[src/rtl/regfile_param_if.sv]
// ---------------------------------------------------------------------------
// regfile_param_if
// Bus bundle between the register file and its clients (decode read ports and
// allocation, writeback write port, hazard unit pending flags).
//
// Parameters must match those of the regfile_param instance it connects to.
//   rs_addr_i    NREAD*ADDR_W  read addresses, port k at [k*ADDR_W +: ADDR_W]
//   rs_data_o    NREAD*DATA_W  read data, port k at [k*DATA_W +: DATA_W]
//   rs_pend_o    NREAD         pending-write flag per read port
//   rd_wren_i    1             write enable
//   rd_addr_i    ADDR_W        write address
//   rd_data_i    DATA_W        write data
//   alloc_i      1             mark alloc_addr_i as having an issued producer
//   alloc_addr_i ADDR_W        register to mark pending
//   ready_o      1             storage cleared, writes/allocs accepted
//
// Modports: master = client side, slave = register file side.
// ---------------------------------------------------------------------------
interface regfile_param_if #(
   parameter int DATA_W = 32,
   parameter int ADDR_W = 5,
   parameter int NREAD  = 2
);

   logic [NREAD*ADDR_W-1:0] rs_addr_i;
   logic [NREAD*DATA_W-1:0] rs_data_o;
   logic [NREAD-1:0]        rs_pend_o;
   logic                    rd_wren_i;
   logic [ADDR_W-1:0]       rd_addr_i;
   logic [DATA_W-1:0]       rd_data_i;
   logic                    alloc_i;
   logic [ADDR_W-1:0]       alloc_addr_i;
   logic                    ready_o;

   modport master (
      output rs_addr_i, rd_wren_i, rd_addr_i, rd_data_i, alloc_i, alloc_addr_i,
      input  rs_data_o, rs_pend_o, ready_o
   );

   modport slave (
      input  rs_addr_i, rd_wren_i, rd_addr_i, rd_data_i, alloc_i, alloc_addr_i,
      output rs_data_o, rs_pend_o, ready_o
   );

endinterface

[src/rtl/regfile_param.sv]
// ---------------------------------------------------------------------------
// regfile_param
// Parametrised multi-read-port architectural register file for the RV32I core.
// Register 0 is hardwired to zero and not stored. After reset a clear
// sequencer zeroes registers 1..DEPTH-1, one per cycle, before the file
// reports ready. A per-register pending bit tracks registers whose producer
// has been issued (alloc) but has not yet written back.
//
// Optional feature macro: REGFILE_BYPASS_EN
//   defined   : same-cycle write data is forwarded to matching read ports and
//               the pending flag of that port is masked (unless a same-cycle
//               alloc targets the same register).
//   undefined : reads return stored contents only (read-before-write).
//
// Ports:
//   clk_i  clock, all state updates on the rising edge
//   rst_i  synchronous active-high reset
//   bus    regfile_param_if.slave (read ports, write port, alloc, ready)
//
// Parameters: DATA_W register width, ADDR_W address width (DEPTH = 2**ADDR_W),
//             NREAD number of read ports (1..4).
// ---------------------------------------------------------------------------
module regfile_param #(
   parameter int DATA_W = 32,
   parameter int ADDR_W = 5,
   parameter int NREAD  = 2
) (
   input  logic             clk_i,
   input  logic             rst_i,
   regfile_param_if.slave   bus
);

   localparam int                DEPTH    = 2**ADDR_W;
   localparam logic [ADDR_W-1:0] LAST_IDX = ADDR_W'(DEPTH-1);

   typedef enum logic {
      ST_INIT = 1'b0,
      ST_RUN  = 1'b1
   } state_t;

   state_t            state_q, state_d;
   logic [ADDR_W-1:0] cnt_q,   cnt_d;
   logic [DEPTH-1:0]  pend_q,  pend_d;

   logic [DATA_W-1:0] mem_q [1:DEPTH-1];

   logic              run;
   logic              wr_acc;
   logic              alloc_acc;
   logic              mem_we;
   logic [ADDR_W-1:0] mem_waddr;
   logic [DATA_W-1:0] mem_wdata;

   logic [NREAD*DATA_W-1:0] rs_data_c;
   logic [NREAD-1:0]        rs_pend_c;
   logic [ADDR_W-1:0]       ra;

   // Writes and allocs only take effect once the clear has finished, and
   // register 0 can never be written nor become pending.
   always_comb begin
      run       = (state_q == ST_RUN);
      wr_acc    = run && bus.rd_wren_i && (bus.rd_addr_i != '0);
      alloc_acc = run && bus.alloc_i && (bus.alloc_addr_i != '0);
   end

   // Next-state logic: the INIT state owns the storage write port to sweep
   // zeros through every register; in RUN the port belongs to writeback.
   // The alloc update is applied after the write clear so a same-cycle
   // alloc and write to one register leaves it pending (new producer wins).
   always_comb begin
      state_d   = state_q;
      cnt_d     = cnt_q;
      pend_d    = pend_q;
      mem_we    = 1'b0;
      mem_waddr = cnt_q;
      mem_wdata = '0;
      case (state_q)
         ST_INIT: begin
            mem_we    = (cnt_q != '0);
            mem_waddr = cnt_q;
            cnt_d     = cnt_q + ADDR_W'(1);
            if (cnt_q == LAST_IDX) begin
               state_d = ST_RUN;
            end
         end
         ST_RUN: begin
            if (wr_acc) begin
               mem_we               = 1'b1;
               mem_waddr            = bus.rd_addr_i;
               mem_wdata            = bus.rd_data_i;
               pend_d[bus.rd_addr_i] = 1'b0;
            end
            if (alloc_acc) begin
               pend_d[bus.alloc_addr_i] = 1'b1;
            end
         end
         default: begin
            state_d = ST_INIT;
         end
      endcase
      pend_d[0] = 1'b0;
   end

   // Control state; reset restarts the clear from register 1 and forgets
   // every outstanding producer.
   always_ff @(posedge clk_i) begin
      if (rst_i) begin
         state_q <= ST_INIT;
         cnt_q   <= ADDR_W'(1);
         pend_q  <= '0;
      end else begin
         state_q <= state_d;
         cnt_q   <= cnt_d;
         pend_q  <= pend_d;
      end
   end

   // Storage array has no reset of its own; the clear sequencer zeroes it.
   always_ff @(posedge clk_i) begin
      if (!rst_i && mem_we) begin
         mem_q[mem_waddr] <= mem_wdata;
      end
   end

   // Combinational read ports. During INIT everything reads as zero so the
   // half-cleared array is never exposed.
   always_comb begin
      rs_data_c = '0;
      rs_pend_c = '0;
      ra        = '0;
      for (int k = 0; k < NREAD; k++) begin
         ra = bus.rs_addr_i[k*ADDR_W +: ADDR_W];
         if (run && (ra != '0)) begin
            rs_data_c[k*DATA_W +: DATA_W] = mem_q[ra];
            rs_pend_c[k]                  = pend_q[ra];
`ifdef REGFILE_BYPASS_EN
            // Write-first forwarding: the value being written back this
            // cycle is already the architectural value for this reader.
            if (wr_acc && (bus.rd_addr_i == ra)) begin
               rs_data_c[k*DATA_W +: DATA_W] = bus.rd_data_i;
               if (!(alloc_acc && (bus.alloc_addr_i == ra))) begin
                  rs_pend_c[k] = 1'b0;
               end
            end
`endif
         end
      end
   end

   assign bus.rs_data_o = rs_data_c;
   assign bus.rs_pend_o = rs_pend_c;
   assign bus.ready_o   = run;

endmodule
[src/flat_wrapper.sv]
// flat-port wrapper written by rule: the top's interface ports become plain ports
module regfile_param_flat 
#(
   parameter int DATA_W = 32,
   parameter int ADDR_W = 5,
   parameter int NREAD  = 2
)
  (clk_i, rst_i, bus_rs_addr_i, bus_rd_wren_i, bus_rd_addr_i, bus_rd_data_i, bus_alloc_i, bus_alloc_addr_i, bus_rs_data_o, bus_rs_pend_o, bus_ready_o);
  regfile_param_if #(.DATA_W(DATA_W), .ADDR_W(ADDR_W), .NREAD(NREAD)) bus_i ();
  input  logic clk_i;
  input  logic rst_i;
  input wire logic [$bits(bus_i.rs_addr_i)-1:0] bus_rs_addr_i;
  input wire logic [$bits(bus_i.rd_wren_i)-1:0] bus_rd_wren_i;
  input wire logic [$bits(bus_i.rd_addr_i)-1:0] bus_rd_addr_i;
  input wire logic [$bits(bus_i.rd_data_i)-1:0] bus_rd_data_i;
  input wire logic [$bits(bus_i.alloc_i)-1:0] bus_alloc_i;
  input wire logic [$bits(bus_i.alloc_addr_i)-1:0] bus_alloc_addr_i;
  output wire logic [$bits(bus_i.rs_data_o)-1:0] bus_rs_data_o;
  output wire logic [$bits(bus_i.rs_pend_o)-1:0] bus_rs_pend_o;
  output wire logic [$bits(bus_i.ready_o)-1:0] bus_ready_o;
  assign bus_i.rs_addr_i = bus_rs_addr_i;
  assign bus_i.rd_wren_i = bus_rd_wren_i;
  assign bus_i.rd_addr_i = bus_rd_addr_i;
  assign bus_i.rd_data_i = bus_rd_data_i;
  assign bus_i.alloc_i = bus_alloc_i;
  assign bus_i.alloc_addr_i = bus_alloc_addr_i;
  assign bus_rs_data_o = bus_i.rs_data_o;
  assign bus_rs_pend_o = bus_i.rs_pend_o;
  assign bus_ready_o = bus_i.ready_o;
  regfile_param #(.DATA_W(DATA_W), .ADDR_W(ADDR_W), .NREAD(NREAD)) u_core (.clk_i(clk_i), .rst_i(rst_i), .bus(bus_i));
endmodule
[config.mk]
export PLATFORM = sky130hd
export DESIGN_NAME = regfile_param_flat
export DESIGN_NICKNAME = d
export VERILOG_FILES = /design/src/rtl/regfile_param_if.sv /design/src/rtl/regfile_param.sv /design/src/flat_wrapper.sv
export SDC_FILE = /design/constraint.sdc
export NUM_CORES = 1
export LEC_CHECK = 0
export CAP_MARGIN = 25
export CORE_ASPECT_RATIO = 1.4
export CORE_UTILIZATION = 50
export CTS_CLUSTER_DIAMETER = 200
export DETAILED_ROUTE_END_ITERATION = 7
export PLACE_DENSITY = 0.7
export SETUP_SLACK_MARGIN = 0.3
export SLEW_MARGIN = 10
export SYNTH_ARGS = -nofsm -noshare
export SYNTH_HDL_FRONTEND = slang
export SYNTH_SLANG_ARGS = --single-unit
[constraint.sdc]
create_clock -name clk_i -period 3 [get_ports clk_i]
set_input_delay 0.3 -clock clk_i [delete_from_list [all_inputs] [get_ports clk_i]]
set_output_delay 0.3 -clock clk_i [all_outputs]
set_load 0.03 [all_outputs]
# After elaboration in Yosys (flattened, before gate mapping)
# Memories as Yosys holds them, arrays and structs flattened.
# Cells that the tools add are included.
# op_classes
eq_ne	1
n_mux	25
bitwise	4
n_lt_le_gt_ge	6
addsub	1
n_reduce_logical	15
# ops
cell	count
$mux W32	7
$and A32 B32 Y32	1
$not A32 Y32	1
$or A32 B32 Y32	1
$reduce_bool A5 Y1	5
$lt A5 B6 Y1 const B	4
$mux W1	11
$bmux W1 S5	2
$demux W1 S5	2
$ge A5 B1 Y1 const B	2
$pmux W5 S2	1
$logic_and A1 B1 Y1	9
$add A5 B1 Y5 const B	1
$eq A5 B5 Y1 const B	1
$mux W5	1
$pmux W1 S2	1
$logic_not A1 Y1	1
$not A1 Y1	1
# word_totals
out_inout_bits	67
inputBits	56
memories	1
ramBits	992
wordCells	57
register_bits	38
# memory_table
name	words	word_bits	read_ports	rd_ports_with_merged_regs	write_ports	line_no	text
u_core.mem_q	31	32	2	0	1	regfile_param.sv:45	logic [DATA_W-1:0] mem_q [1:DEPTH-1];

# Depth between registers and ports, before layout
# logic_depth
depth_word	10
mapped_depth	9
ltp_nobuf	7

# Worst setup path after synthesis
# No wires, ideal clock.
# synth_timing
path_kind	reg-to-reg
start	reg u_core.state_q, in the netlist u_core.bus.ready_o
end	mem u_core.mem_q[1][0], enable pin
setup_slack_ps	-274
synth_period_minus_slack_ps	3274
n_path_buf	0
setup_time_ps	421
t_required_ps	2579
t_arrival_ps	2853
path_stages_with_launch	6
cell_sequence	dfxtp_1 -> nand2_1 -> a21oi_1 -> o21a_1 -> nand2_1 -> nor2_1
# synth_via
elab_chain_cells	7
elab_cells_between_ends	10
cone_classes	6 x mux; 1 x bitwise; 3 x reduce/logical
# synth_lines
element	line_no	text
from (decl)	regfile_param.sv:41	state_t state_q, state_d;
from (signal assigned)	regfile_param.sv:112	state_q <= state_d;
$logic_and A1 B1 Y1 (2 in a row)	regfile_param.sv:62	wr_acc = run && bus.rd_wren_i && (bus.rd_addr_i != '0);
$mux W1	regfile_param.sv:87	if (wr_acc) begin
$pmux W1 S2	regfile_param.sv:77	case (state_q)
$logic_and A1 B1 Y1	regfile_param.sv:120	if (!rst_i && mem_we) begin
$mux W1	regfile_param.sv:120	
$mux W1 (implied by the code)	regfile_param.sv:121	mem_q[mem_waddr] <= mem_wdata;
to (decl)	regfile_param.sv:45	
# Parallel ways exist; a longest one is shown, timed or not.

# Worst setup path after layout
# layout_timing
start	in bus_rs_addr_i[2]
end	out bus_rs_data_o[1]
# layout_via
elab_chain_cells	3
elab_cells_between_ends	4
cone_classes	1 x mux; 2 x reduce/logical; 1 x memory
# layout_lines
element	line_no	text
from (decl)	flat_wrapper.sv:12	input wire logic [$bits(bus_i.rs_addr_i)-1:0] bus_rs_addr_i;
branches (longest 2 deep; another with $mem_v2 Z31 W32)	n/a	
$mux W32 *	regfile_param.sv:133	if (run && (ra != '0)) begin
to (decl)	flat_wrapper.sv:18	output wire logic [$bits(bus_i.rs_data_o)-1:0] bus_rs_data_o;
# Every way passes the cells marked *.

==> flow_summary.ini <==
[clock_tree]
cts_buffers = 92
clock_sinks = 1029
cts_tree = built
cts_root_buf = clkbuf_16
clkSlewWorstSetupHoldPaths_ns = 0.07
htreeDepth = 3
clock_path_buffers = 3
insertion_delay_ns = 0.70

[sta]
slew_viol_final = 0
max_slew_margin_pct = 26.9
rsz0062_at_grt = true
setup_viol = 1
min_period_ns = 3.00
fmax_mhz = 333
period_share_pct = 100
skew_ns = 0.0315
tightest_slew_ns = 1.10
hold_violations = 0
worst_slack_ns = -0.00149

[place]
gp_congestion = 0.881
io_buffers = 122
dp_hpwl_um = 101000
placed_cells = 4401

[layout]
final_cells = 4660
drive_gt1_share_pct = 38.0
fill_cells = 6786
final_util_pct = 62.2
diodes = 0
nNetsFinal = 3342
area_delta_synth_final_pct = 22.9

[route]
vias_per_cell = 7.00
route.detailed.drc = 0
ant_nets = 0
post_drt_wl_per_cell_um = 35.0
drt-total-wl_um = 163000
drtIter0Drc = 4566
firstDrtPassIters = 6
dr_total_vias = 32600

[global_route]
grt_overflow = 0
grt_max_degree = 44
grt_pass1_vias = 33400
antenna_found_initial = 3
track_usage_pct = 32.6
grt_pass1_wl_um = 231000

[pwr]
power_leakage_nw = 18.6
p_per_area_nw_per_um2 = 502
irDropWorstVdd_uv = 442

[floorplan]
fp.coreArea_um2 = 97000
start_util_pct = 50.6
die_h_um = 373
die_x_um = 267
num_io_pins = 123
dieArea_um2 = 99500
rows = 135

[synthesis]
yosys_most_used_dff = edfxtp_1
yosys-top-cells-area = edfxtp_1 (61%), mux4_2 (12%), mux2i_1 (5.0%)
synth_top_area_cell = edfxtp_1
syn_inst = 2931
ys_seq_elements = 1029
syn_avg_cell_area_um2 = 16.7
yosysSeqAreaShare_pct = 62.2
synth_area_um2 = 49100
yosysWarnings = 0
synth_edf_count = 992
async_flop_share_pct = 0
synth_cell_type_count = 62
synthTopCellsByCount = edfxtp_1 (992), mux4_2 (271), mux2i_1 (245)
synth_nets = 2990
yosysMostFrequentCell = edfxtp_1
synth_top_area_share_pct = 60.7

[setup_path]
critPathRequiredTime_ns = 2.70
cp_data_arrival_time_ns = 2.70
critical_path.max_fanout = 35
worstSetupPathType = in -> out
startpoint_type = primary input
r2r_start = u_core.cnt_q[4]$_SDFFE_PP0N_
crit_start = bus_rs_addr_i[2]
endpoint_kind = output pin

[hold_path]
hp-class = in -> reg
hold_path.startpoint = rst_i

[job]
cap_violations = 0

[status]
status = finished with violations
violations = negative setup slack
==> worst paths after layout <==
kind	endpoint	cells past startpoint	slack, ns
worst max-delay path	bus_rs_data_o[1]	9	-0.001
worst min-delay path	u_core.cnt_q[1]$_SDFFE_PP0N_	2	0.28
worst max register to register	u_core.mem_q[18][13]$_DFFE_PP_	6	0.40
worst min register to register	u_core.pend_q[10]$_SDFFE_PP0P_	2	0.51
==> layout by cell type (no fill, tap or decap), types with 33 or more instances in the layout <==
cell type and n:
a211oi_1 36, buf_12 122, edfxtp_1 992, nor2_1 49
a221oi_4 43, clkdlybuf4s50_1 46, o21ai_0 89, nor2b_1 76
mux4_2 297, a21oi_1 65, nand3_1 34, nand2_1 46
buf_4 270, clkbuf_16 99, a22oi_1 98, mux2i_1 242
mux2_2 133, nor2_4 34, and2_1 35, o22ai_1 33
==> registers in the layout, summed over array words and instances, names as in the netlist <==
signal and flops:
u_core.cnt_q 5, u_core.mem_q 992, u_core.pend_q 31, u_core.bus.ready_o 1
==> layer usage <==
metal / global-route usage, % / wire [um] / up-vias
met5: 0 / 11 / -
met4: 19.1 / 10500 / 2
met3: 6.14 / 15700 / 560
met2: 53.1 / 79300 / 2224
met1: 40.7 / 57700 / 16800
li1: - / - / 13000
==> power breakdown <==
part	switching, mW	internal [mW]	total, mW
Combinational	1.58	1.17	2.75
Sequential	0.0658	15.6	15.7
Clock	5.38	6.48	11.9
==> critical path: stages <==
cell and delay (ns):
buf_8 0.37, nor2_4 0.14, and2_1 0.22, buf_12 0.17
buf_4 0.21, a221oi_1 0.70, a311oi_2 0.21, buf_4 0.19
buf_12 0.13
==> cells by family (layout without fill, tap and decap cells) <==
logic type | after synthesis | after routing | synth area share [%]
fa+ha+maj | 3 | 3 | 0.0765
flops | 1029 | 1029 | 62.2
mux | 707 | 707 | 22.6
simple gates | 348 | 348 | 3.66
compound gates | 589 | 589 | 8.56
buf+inv | 253 | 681 | 2.87
xor+xnor | 2 | 2 | 0.0357
==> timing repair <==
action                     4_1_cts  5_1_grt
setup endpoints to repair       66       60
hold buffers                     0        0
gates resized for setup        268       85
buffers inserted                41       22
pin swaps                       85       49
gates cloned                     2        4
==> cell type report <==
class | count | area (um2) | area share, %
multi-input combinational | 1649 | 19200 | 31.8
inverter | 6 | 22.5 | 0.0373
clock inverter | 65 | 573 | 0.950
tap | 1301 | 1630 | 2.70
clock buffer | 105 | 2370 | 3.93
timing repair buffer | 505 | 6030 | 10.0
sequential | 1029 | 30500 | 50.6
==> metrics by stage <==
| step | TNS [ns] | area [um2] | hold WS [ns] | setup slack [ns] | power [mW] |
|---|---|---|---|---|---|
| final | -0.00149 | 60300 | 0.277 | -0.00149 | 30.3 |
| after global routing | -0.00816 | 60300 | 0.284 | -0.00530 | 30.9 |
| after CTS | 0 | 59300 | 0.262 | 0.0223 | 30.2 |
| after detailed placement | -0.890 | 54500 | 0.495 | -0.336 | 18.4 |
| after global placement | -0.989 | 54500 | 0.490 | -0.365 | 18.3 |
| after floorplan | -38.06 | 49200 | 0.461 | -0.205 | 17.4 |
(Power assumes the default switching activity.)
